===== config.mk =====
export PLATFORM = sky130hd
export DESIGN_NAME = cache_bank_scheduler
export DESIGN_NICKNAME = d
export VERILOG_FILES = /design/src/rtl/cache_bank_scheduler_pkg.sv /design/src/rtl/cache_bank_scheduler_rr_picker.sv /design/src/rtl/cache_bank_scheduler.sv
export SDC_FILE = /design/constraint.sdc
export NUM_CORES = 1
export LEC_CHECK = 0
export BUFFER_PORTS_ARGS = -buffer_cell sky130_fd_sc_hd__buf_2
export CAP_MARGIN = 25
export CORE_AREA = 2 2 257 259
export CTS_CLUSTER_SIZE = 28
export DETAILED_ROUTE_END_ITERATION = 7
export DIE_AREA = 0 0 259 261
export PLACE_DENSITY = 0.49
export SLEW_MARGIN = 15
export SYNTH_ARGS = -nofsm -noshare
export SYNTH_HDL_FRONTEND = slang
export SYNTH_SLANG_ARGS = --single-unit
export TNS_END_PERCENT = 20

===== constraint.sdc =====
create_clock -name clk -period 4.3 [get_ports clk]
set_input_delay 0 -clock clk [delete_from_list [all_inputs] [get_ports clk]]
set_output_delay 0 -clock clk [all_outputs]
set_load 0.05 [all_outputs]

===== src/rtl/cache_bank_scheduler_pkg.sv =====
// Shared types and helpers for the banked cache scheduler.
// The typedefs describe the default configuration (4 requesters, 4 banks,
// 12-bit address, 32-bit data) for neighbouring blocks. The scheduler builds
// its own types from its parameters, so overriding them stays consistent.
package cache_sched_pkg;

  localparam int NREQ_DEF   = 4;
  localparam int BANKS_DEF  = 4;
  localparam int ADDR_W_DEF = 12;
  localparam int DATA_W_DEF = 32;

  // Index width that never collapses to zero bits (n==1 still needs a 1-bit field)
  function automatic int idx_w(input int n);
    return (n <= 1) ? 1 : $clog2(n);
  endfunction

  typedef logic [idx_w(BANKS_DEF)-1:0] BankIdx;
  typedef logic [idx_w(NREQ_DEF)-1:0]  ReqIdx;

  typedef struct packed {
    logic                      we;
    logic [ADDR_W_DEF-1:0]     addr;
    logic [DATA_W_DEF-1:0]     wdata;
    logic [DATA_W_DEF/8-1:0]   wmask;
  } BankReq;

  typedef struct packed {
    logic  valid;
    ReqIdx idx;
  } RdTrack;

endpackage


===== src/rtl/cache_bank_scheduler_rr_picker.sv =====
// rr_picker: round-robin pick of one requester starting at ptr, wrapping
// modulo NREQ. Purely combinational; the caller owns the pointer register.
module rr_picker
  import cache_sched_pkg::*;
#(
  parameter  int NREQ = 4,
  localparam int RIW  = idx_w(NREQ)
) (
  input  logic [NREQ-1:0] req,
  input  logic [RIW-1:0]  ptr,
  output logic [NREQ-1:0] gnt,
  output logic [RIW-1:0]  idx,
  output logic            any
);

  logic [RIW:0]   sum;
  logic [RIW-1:0] j;

  // Scan offsets 0..NREQ-1 from ptr; first asserted request wins
  always_comb begin
    gnt = '0;
    idx = '0;
    any = 1'b0;
    sum = '0;
    j   = '0;
    for (int i = 0; i < NREQ; i++) begin
      sum = {1'b0, ptr} + (RIW+1)'(i);
      if (sum >= (RIW+1)'(NREQ)) sum = sum - (RIW+1)'(NREQ);
      j = sum[RIW-1:0];
      if (!any && req[j]) begin
        any    = 1'b1;
        gnt[j] = 1'b1;
        idx    = j;
      end
    end
  end

endmodule


===== src/rtl/cache_bank_scheduler.sv =====
// cache_bank_scheduler: shares BANKS single-ported SRAM banks among NREQ
// requesters with a per-bank round-robin arbiter. Grants are combinational,
// the bank port is registered, read data returns 1+RD_LAT cycles after grant.
// Optional: define CACHE_BANK_SCHED_PERF_EN to add per-bank conflict counters
// (OUT_perfConflicts).
// RD_LAT must be >= 1.
module cache_bank_scheduler
  import cache_sched_pkg::*;
#(
  parameter int NREQ        = 4,
  parameter int BANKS       = 4,
  parameter int BANK_OFFSET = 2,
  parameter int ADDR_W      = 12,
  parameter int DATA_W      = 32,
  parameter int RD_LAT      = 2
) (
  input  logic                               clk,
  input  logic                               rst_n,
  input  logic [NREQ-1:0]                    IN_valid,
  input  logic [NREQ-1:0]                    IN_we,
  input  logic [NREQ-1:0][ADDR_W-1:0]        IN_addr,
  input  logic [NREQ-1:0][DATA_W-1:0]        IN_wdata,
  input  logic [NREQ-1:0][DATA_W/8-1:0]      IN_wmask,
  output logic [NREQ-1:0]                    OUT_ready,
  output logic [NREQ-1:0]                    OUT_rvalid,
  output logic [NREQ-1:0][DATA_W-1:0]        OUT_rdata,
  output logic [BANKS-1:0]                   OUT_bankCe,
  output logic [BANKS-1:0]                   OUT_bankWe,
  output logic [BANKS-1:0][ADDR_W-1:0]       OUT_bankAddr,
  output logic [BANKS-1:0][DATA_W-1:0]       OUT_bankWData,
  output logic [BANKS-1:0][DATA_W/8-1:0]     OUT_bankWMask,
`ifdef CACHE_BANK_SCHED_PERF_EN
  output logic [BANKS-1:0][31:0]             OUT_perfConflicts,
`endif
  input  logic [BANKS-1:0][DATA_W-1:0]       IN_bankRData
);

  localparam int MW  = DATA_W / 8;
  localparam int RIW = idx_w(NREQ);
  localparam int BIW = idx_w(BANKS);

  logic [NREQ-1:0][BIW-1:0]  req_bank;
  logic [BANKS-1:0][NREQ-1:0] gnt;
  logic [BANKS-1:0]           ret_v;
  logic [BANKS-1:0][RIW-1:0]  ret_idx;

  // Bank select field; a single bank needs no address bits
  if (BANKS == 1) begin : g_one_bank
    assign req_bank = '0;
  end else begin : g_multi_bank
    for (genvar r = 0; r < NREQ; r++) begin : g_sel
      assign req_bank[r] = IN_addr[r][BANK_OFFSET +: BIW];
    end
  end

  for (genvar b = 0; b < BANKS; b++) begin : g_bank
    logic [NREQ-1:0]   cand;
    logic [RIW-1:0]    ptr, win;
    logic              any;
    logic              ce_q, we_q;
    logic [ADDR_W-1:0] addr_q;
    logic [DATA_W-1:0] wdata_q;
    logic [MW-1:0]     wmask_q;
    // stage 0 is the port-drive cycle, stage RD_LAT is when bank data is valid
    logic [RD_LAT:0]          vld_pipe;
    logic [RD_LAT:0][RIW-1:0] idx_pipe;

    // Candidates: valid requests whose address selects this bank
    always_comb begin
      cand = '0;
      for (int r = 0; r < NREQ; r++)
        cand[r] = IN_valid[r] && (req_bank[r] == BIW'(b));
    end

    rr_picker #(.NREQ(NREQ)) u_pick (
      .req (cand),
      .ptr (ptr),
      .gnt (gnt[b]),
      .idx (win),
      .any (any)
    );

    // Rotate pointer past the winner and register the granted request onto the port
    always_ff @(posedge clk or negedge rst_n) begin
      if (!rst_n) begin
        ptr     <= '0;
        ce_q    <= 1'b1;
        we_q    <= 1'b1;
        addr_q  <= '0;
        wdata_q <= '0;
        wmask_q <= '0;
      end else begin
        ce_q <= !any;
        if (any) begin
          ptr     <= (win == RIW'(NREQ-1)) ? '0 : win + 1'b1;
          we_q    <= !IN_we[win];
          addr_q  <= IN_addr[win];
          wdata_q <= IN_wdata[win];
          wmask_q <= IN_wmask[win];
        end else begin
          we_q <= 1'b1;
        end
      end
    end

    // Track reads in flight so the returning data can be steered to its requester
    always_ff @(posedge clk or negedge rst_n) begin
      if (!rst_n) begin
        vld_pipe <= '0;
        idx_pipe <= '0;
      end else begin
        vld_pipe[0] <= any && !IN_we[win];
        idx_pipe[0] <= win;
        for (int k = 1; k <= RD_LAT; k++) begin
          vld_pipe[k] <= vld_pipe[k-1];
          idx_pipe[k] <= idx_pipe[k-1];
        end
      end
    end

    assign OUT_bankCe[b]    = ce_q;
    assign OUT_bankWe[b]    = we_q;
    assign OUT_bankAddr[b]  = addr_q;
    assign OUT_bankWData[b] = wdata_q;
    assign OUT_bankWMask[b] = wmask_q;
    assign ret_v[b]         = vld_pipe[RD_LAT];
    assign ret_idx[b]       = idx_pipe[RD_LAT];

`ifdef CACHE_BANK_SCHED_PERF_EN
    logic [31:0] perf_q;

    // Count cycles where this bank had to turn someone away; saturates
    always_ff @(posedge clk or negedge rst_n) begin
      if (!rst_n)
        perf_q <= '0;
      else if ($countones(cand) > 1 && perf_q != 32'hFFFF_FFFF)
        perf_q <= perf_q + 32'd1;
    end

    assign OUT_perfConflicts[b] = perf_q;
`endif
  end

  // Merge per-bank grants and route returning read data to requesters;
  // rdata is zero whenever its strobe is low
  always_comb begin
    OUT_ready  = '0;
    OUT_rvalid = '0;
    OUT_rdata  = '0;
    for (int b = 0; b < BANKS; b++) begin
      OUT_ready = OUT_ready | gnt[b];
      for (int r = 0; r < NREQ; r++) begin
        if (ret_v[b] && ret_idx[b] == RIW'(r)) begin
          OUT_rvalid[r] = 1'b1;
          OUT_rdata[r]  = OUT_rdata[r] | IN_bankRData[b];
        end
      end
    end
  end

endmodule

* Word-level counts from Yosys, hierarchy flattened
Index checks and enable logic that the tools add are counted.
Operators by class: $add $sub $neg 32, magnitude comparators 52, equality and inequality tests 28, muxes and demuxes 200, bitwise gates (word level) 27, reductions and logical operators 92
Operators with widths (count):
- 32-bit two-way mux | 20
- 32-bit OR | 12
- 32-bit binary-select mux with 2-bit select | 4
- 12-bit binary-select mux with 2-bit select | 4
- 4-bit two-way mux | 20
- 1-bit two-way mux | 72
- 2-bit two-way mux | 36
- 1-bit logical AND | 64
- 2-bit by 3-bit < comparator with 1-bit output (second input constant) | 20
- 4-bit OR | 15
- 12-bit two-way mux | 4
- 1-bit binary-select mux with 2-bit select | 20
- 2-bit equality test (second input constant) | 20
- 3-bit greater-or-equal comparator (second input constant) | 12
- 4-bit binary-select mux with 2-bit select | 4
- 1-bit demux with 2-bit select | 16
- 2-bit by 1-bit greater-or-equal comparator with 1-bit output (second input constant) | 16
- 2-bit by 1-bit subtractor with 2-bit output (second input constant) | 16
- 2-bit by 2-bit adder with 3-bit output (second input constant) | 8
- 1-bit logical NOT | 20
- 2-bit by 1-bit equality test with 1-bit output (second input constant) | 8
- 2-bit logical NOT | 8
- 2-bit by 1-bit adder with 3-bit output (second input constant) | 4
- 2-bit by 3-bit greater-or-equal comparator with 1-bit output (second input constant) | 4
- 2-bit by 1-bit adder with 2-bit output (second input constant) | 4
Word-level totals: register bits after elaboration 244, input port bits 330

* Depth between registers and ports, before layout
depth after elaboration 18, mapped depth 14, gate-level depth less buffers 10

* Modules after synthesis
Synthesis repeated with hierarchy kept, for this count alone.
Unflattened totals: cells, all modules 2197, area total of the unflattened synthesis 21663.3 um^2
Modules (own cells, without submodules):
- cache_bank_scheduler | times used 1, cells an instance 2017, area an instance 19976.7 um^2, seq. area each 6115.9 um^2
- rr_picker | times used 4, cells an instance 45, area an instance 421.7 um^2, seq. area each 0.0 um^2

* Worst setup path before layout
OpenSTA, ideal clock, no wires.
kind register -> register, start point reg g_bank[1].ptr[0], end point reg g_bank[1].addr_q[0], setup time 0.129 ns, arrival time 3.074 ns, path slack 1.096 ns, stages on the path, launching flop included 13, clock period less this slack 3.204 ns, cells stage by stage dfrtp_1 -> inv_1 -> clkbuf_1 -> clkbuf_1 -> ha_1 -> mux4_2 -> nor3b_2 -> and2b_4 -> o31a_2 -> buf_2 -> buf_4 -> nor3_1 -> a211oi_1
Between the ends: cells in the longest elaborated chain, start to end 16, elaborated cells on any way between the ends 39, those cells by class add/sub (7); order compare (4); mux (22); reduce/logical (6)
RTL lines:
- from (decl) | line cache_bank_scheduler.sv:58 | logic [RIW-1:0] ptr, win;
- from (signal assigned) | line cache_bank_scheduler.sv:95 | ptr <= (win == RIW'(NREQ-1)) ? '0 : win + 1'b1;
- branches (longest 16 deep; another with 2-bit by 1-bit adder with 3-bit output)
- to (signal assigned) | line cache_bank_scheduler.sv:97 | addr_q <= IN_addr[win];
- to (decl) | line cache_bank_scheduler.sv:61 | logic [ADDR_W-1:0] addr_q;
Several ways; the timed one is not identified. The select of a mux whose other input is x is not followed. A chain may end at the register's enable or synchronous reset.

* Worst setup path in the final report
start point reg g_bank[0].ptr[1], end point reg g_bank[0].wdata_q[28]
Between the ends: cells in the longest elaborated chain, start to end 16, elaborated cells on any way between the ends 39, those cells by class add/sub (7); order compare (4); mux (22); reduce/logical (6)
RTL lines:
- from (decl) | line cache_bank_scheduler.sv:58
- from (signal assigned) | line cache_bank_scheduler.sv:95
- branches (longest 16 deep; another with 2-bit by 1-bit adder with 3-bit output)
- to (signal assigned) | line cache_bank_scheduler.sv:98 | wdata_q <= IN_wdata[win];
- to (decl) | line cache_bank_scheduler.sv:62 | logic [DATA_W-1:0] wdata_q;
Several ways; the timed one is not identified. The select of a mux whose other input is x is not followed.

==> metrics.cfg <==
[critical_path]
worstSetupStartpointType=flop
crit_start=g_bank[0].ptr[1]
reg2reg_depth=9
crit_path_end=g_bank[0].wdata_q[28]
cp.required_ns=4.77
r2r_end=g_bank[0].wdata_q[28]
path_max_fanout=80
arrival_ns=4.60
crit_type=reg -> reg
end_kind=flop
regToRegStartpoint=g_bank[0].ptr[1]
r2r_slack_ns=0.17

[clock_tree]
cts.sink_count=244
clkLatencyLatePin_ns=0.55
path_clk_slew_ns=0.06
clock_path_buffers=3
root_buffer=clkbuf_16
htreeDepth=2
cts_tree=yes
numCtsBuffers=35

[yosys]
synth.top_cells.by_area=dfrtp_1, a22oi_1, mux2i_1
synth_top_area_share_pct=31.0
postSynthNetCount=2632
syn_avg_cell_area_um2=8.38
muxShareOfSynthArea_pct=14.3
synthXorXnorAreaFrac_pct=0.0918
synthTopCellsByCount=a22oi_1, nor2_1, nand2_1
syn_area_um2=19100
async_flop_share_pct=100
synth_top_family_by_area=compound AO/OA/AOI/OAI gates
synth_edf_count=0
synth.distinct_cells=63
synth_fa_ha_area_share_pct=1.71
ys.flop_type=dfrtp_1
synth-compound-area-share_pct=30.3
yosysSeqAreaShare_pct=32.1
synth-seq-cells=244
synthSimpleGateAreaFrac_pct=16.0
yosysWarnings=0
synth_top_area_cell=dfrtp_1
synthCells=2276
yosysMostFrequentCell=a22oi_1

[layout]
area_growth_pct=46.4
final_cells=4053
fin_area_um2=27900
fin_nets=3505
drive_above_1_share_pct=27.4
utilization_pct=43.0

[hold_path]
hold_start=IN_wdata[4]
worst_hold_path_type=in -> reg

[timing]
finalSetupTns_ns=0
fin_crit_sh_pct=96.0
final_max_slew_viol_count=0
rsz0062_at_grt=false
maxSlewHeadroom_pct=33.0
finalSetupViolations=0
fmax_mhz=242
fin_crit_ns=4.13
worstMarginPinSlew_ns=1.00
fin_worst_skew_ns=0.0280
hold_viol_final=0

[pwr]
ir_worst_vdd_uv=763
p_leak_uw=0.0133
finalPower_uw=27200
powerDensity_nw_per_um2=972

[floorplan]
die_height_um=261
dieWidth_um=259
coreArea_um2=65000
io_pins=666
start_util_pct=29.3
fp-row-count=94
dieArea_um2=67600

[global_routing]
grt_overflow=0
track_usage_pct=29.0
grt_pass1_wl_mm=151
grt_start_max_net_pins=103
antenna_found_initial=14
grt_pass1_vias=23800

[placement]
place.detailed.hpwl_mm=68.9
dp.cells=3642
portBuffers=665
place_area_um2=23300
gp_congestion=0.920

[detailed_routing]
dr.pass1.iters=6
antenna_left=0
drt_iter0_markers=2480
routed_via_density=5.81
via_count=23562
route.detailed.drc=0
drt-total-wl_mm=103
wire_per_inst_um=25.3

[job]
drv_cap=0

[status]
outcome=finished clean

power by group:
group	total [µW]	switching, µW	internal (µW)	leakage, µW
Clock	3120	1210	1910	0.000608
Sequential	4320	822	3490	0.00286
Combinational	19700	13600	6180	0.00987
logic make-up after synthesis:
| kind of cell | Yosys count |
|---|---|
| flops | 244 |
| mux | 255 |
| xor+xnor | 2 |
| buf+inv | 235 |
| fa+ha+maj | 26 |
| simple gates | 693 |
| compound gates | 821 |
final cells by class:
type                            instances  area, µm²
Antenna cell                           14       35.0
Timing Repair Buffer                 1053       7300
Sequential cell                       244       6120
Inverter                               18       67.6
Clock buffer                           47       1010
Fill cell                            6468      37100
Multi-Input combinational cell       1797      12100
Clock inverter                         16        214
Tap cell                              864       1080
critical path, stage by stage (launching register included):
cell and delay [ns]:
dfrtp_2 0.55, inv_1 0.25, ha_1 0.43, and3_1 0.24, o31ai_4 0.36, buf_12 0.35, mux2i_1 0.16, dlygate4sd3_1 0.58
a311oi_1 0.28, dlygate4sd3_1 0.60
sequential cells by signal, summed over array words and instances (netlist names):
name,cells
g_bank.vld_pipe,12
g_bank.we_q,4
g_bank.wdata_q,128
g_bank.addr_q,48
g_bank.ptr,8
g_bank.ce_q,4
g_bank.wmask_q,16
g_bank.idx_pipe,24
timing repair:
action                                  in CTS  in global routing
resized for setup                            0                 12
endpoints found under the setup margin       0                 72
buffers inserted                             0                  0
hold buffers                               332                  0
endpoints found under the hold margin      287                  0
layout by cell type, fill, tap and decap left out, types with 51 or more instances in the layout:
cell type and n:
dfrtp_1 232, a22oi_1 270, mux2i_1 197, nor3_1 52, a211oi_1 97, o21ai_0 197
buf_2 664, nand2_1 250, nor2_1 251, dlygate4sd3_1 332, a221o_1 51
stage by stage:
step           setup slack (ns)  hold slack [ns]
2_1_floorplan              1.10           -0.296
3_3_place_gp              0.641            0.121
3_5_place_dp              0.559            0.129
4_1_cts                   0.106         0.000808
5_1_grt                  0.0445           0.0206
6_report                  0.172           0.0275
routing by layer:
layer  wire length (µm)  GRT usage, %  vias to the layer above
met5                 23             0                        -
met4               4870          14.1                        4
met3               8980          6.74                      254
met2              49400          48.9                     1338
met1              39300          34.8                    11591
li1                   -             -                    10375
how the worst min path moves through the flow:
| stage | endpoint | cells past startpoint |
|---|---|---|
| detailed placement | g_bank[1].wdata_q[7] | 1 |
| finish | g_bank[1].wdata_q[4] | 5 |
| floorplan | g_bank[0].addr_q[0] | 0 |
| global route | g_bank[1].we_q | 3 |
| global placement | g_bank[1].wdata_q[7] | 1 |
| CTS | g_bank[1].wdata_q[4] | 5 |
Power figures use the tool's default switching activity.
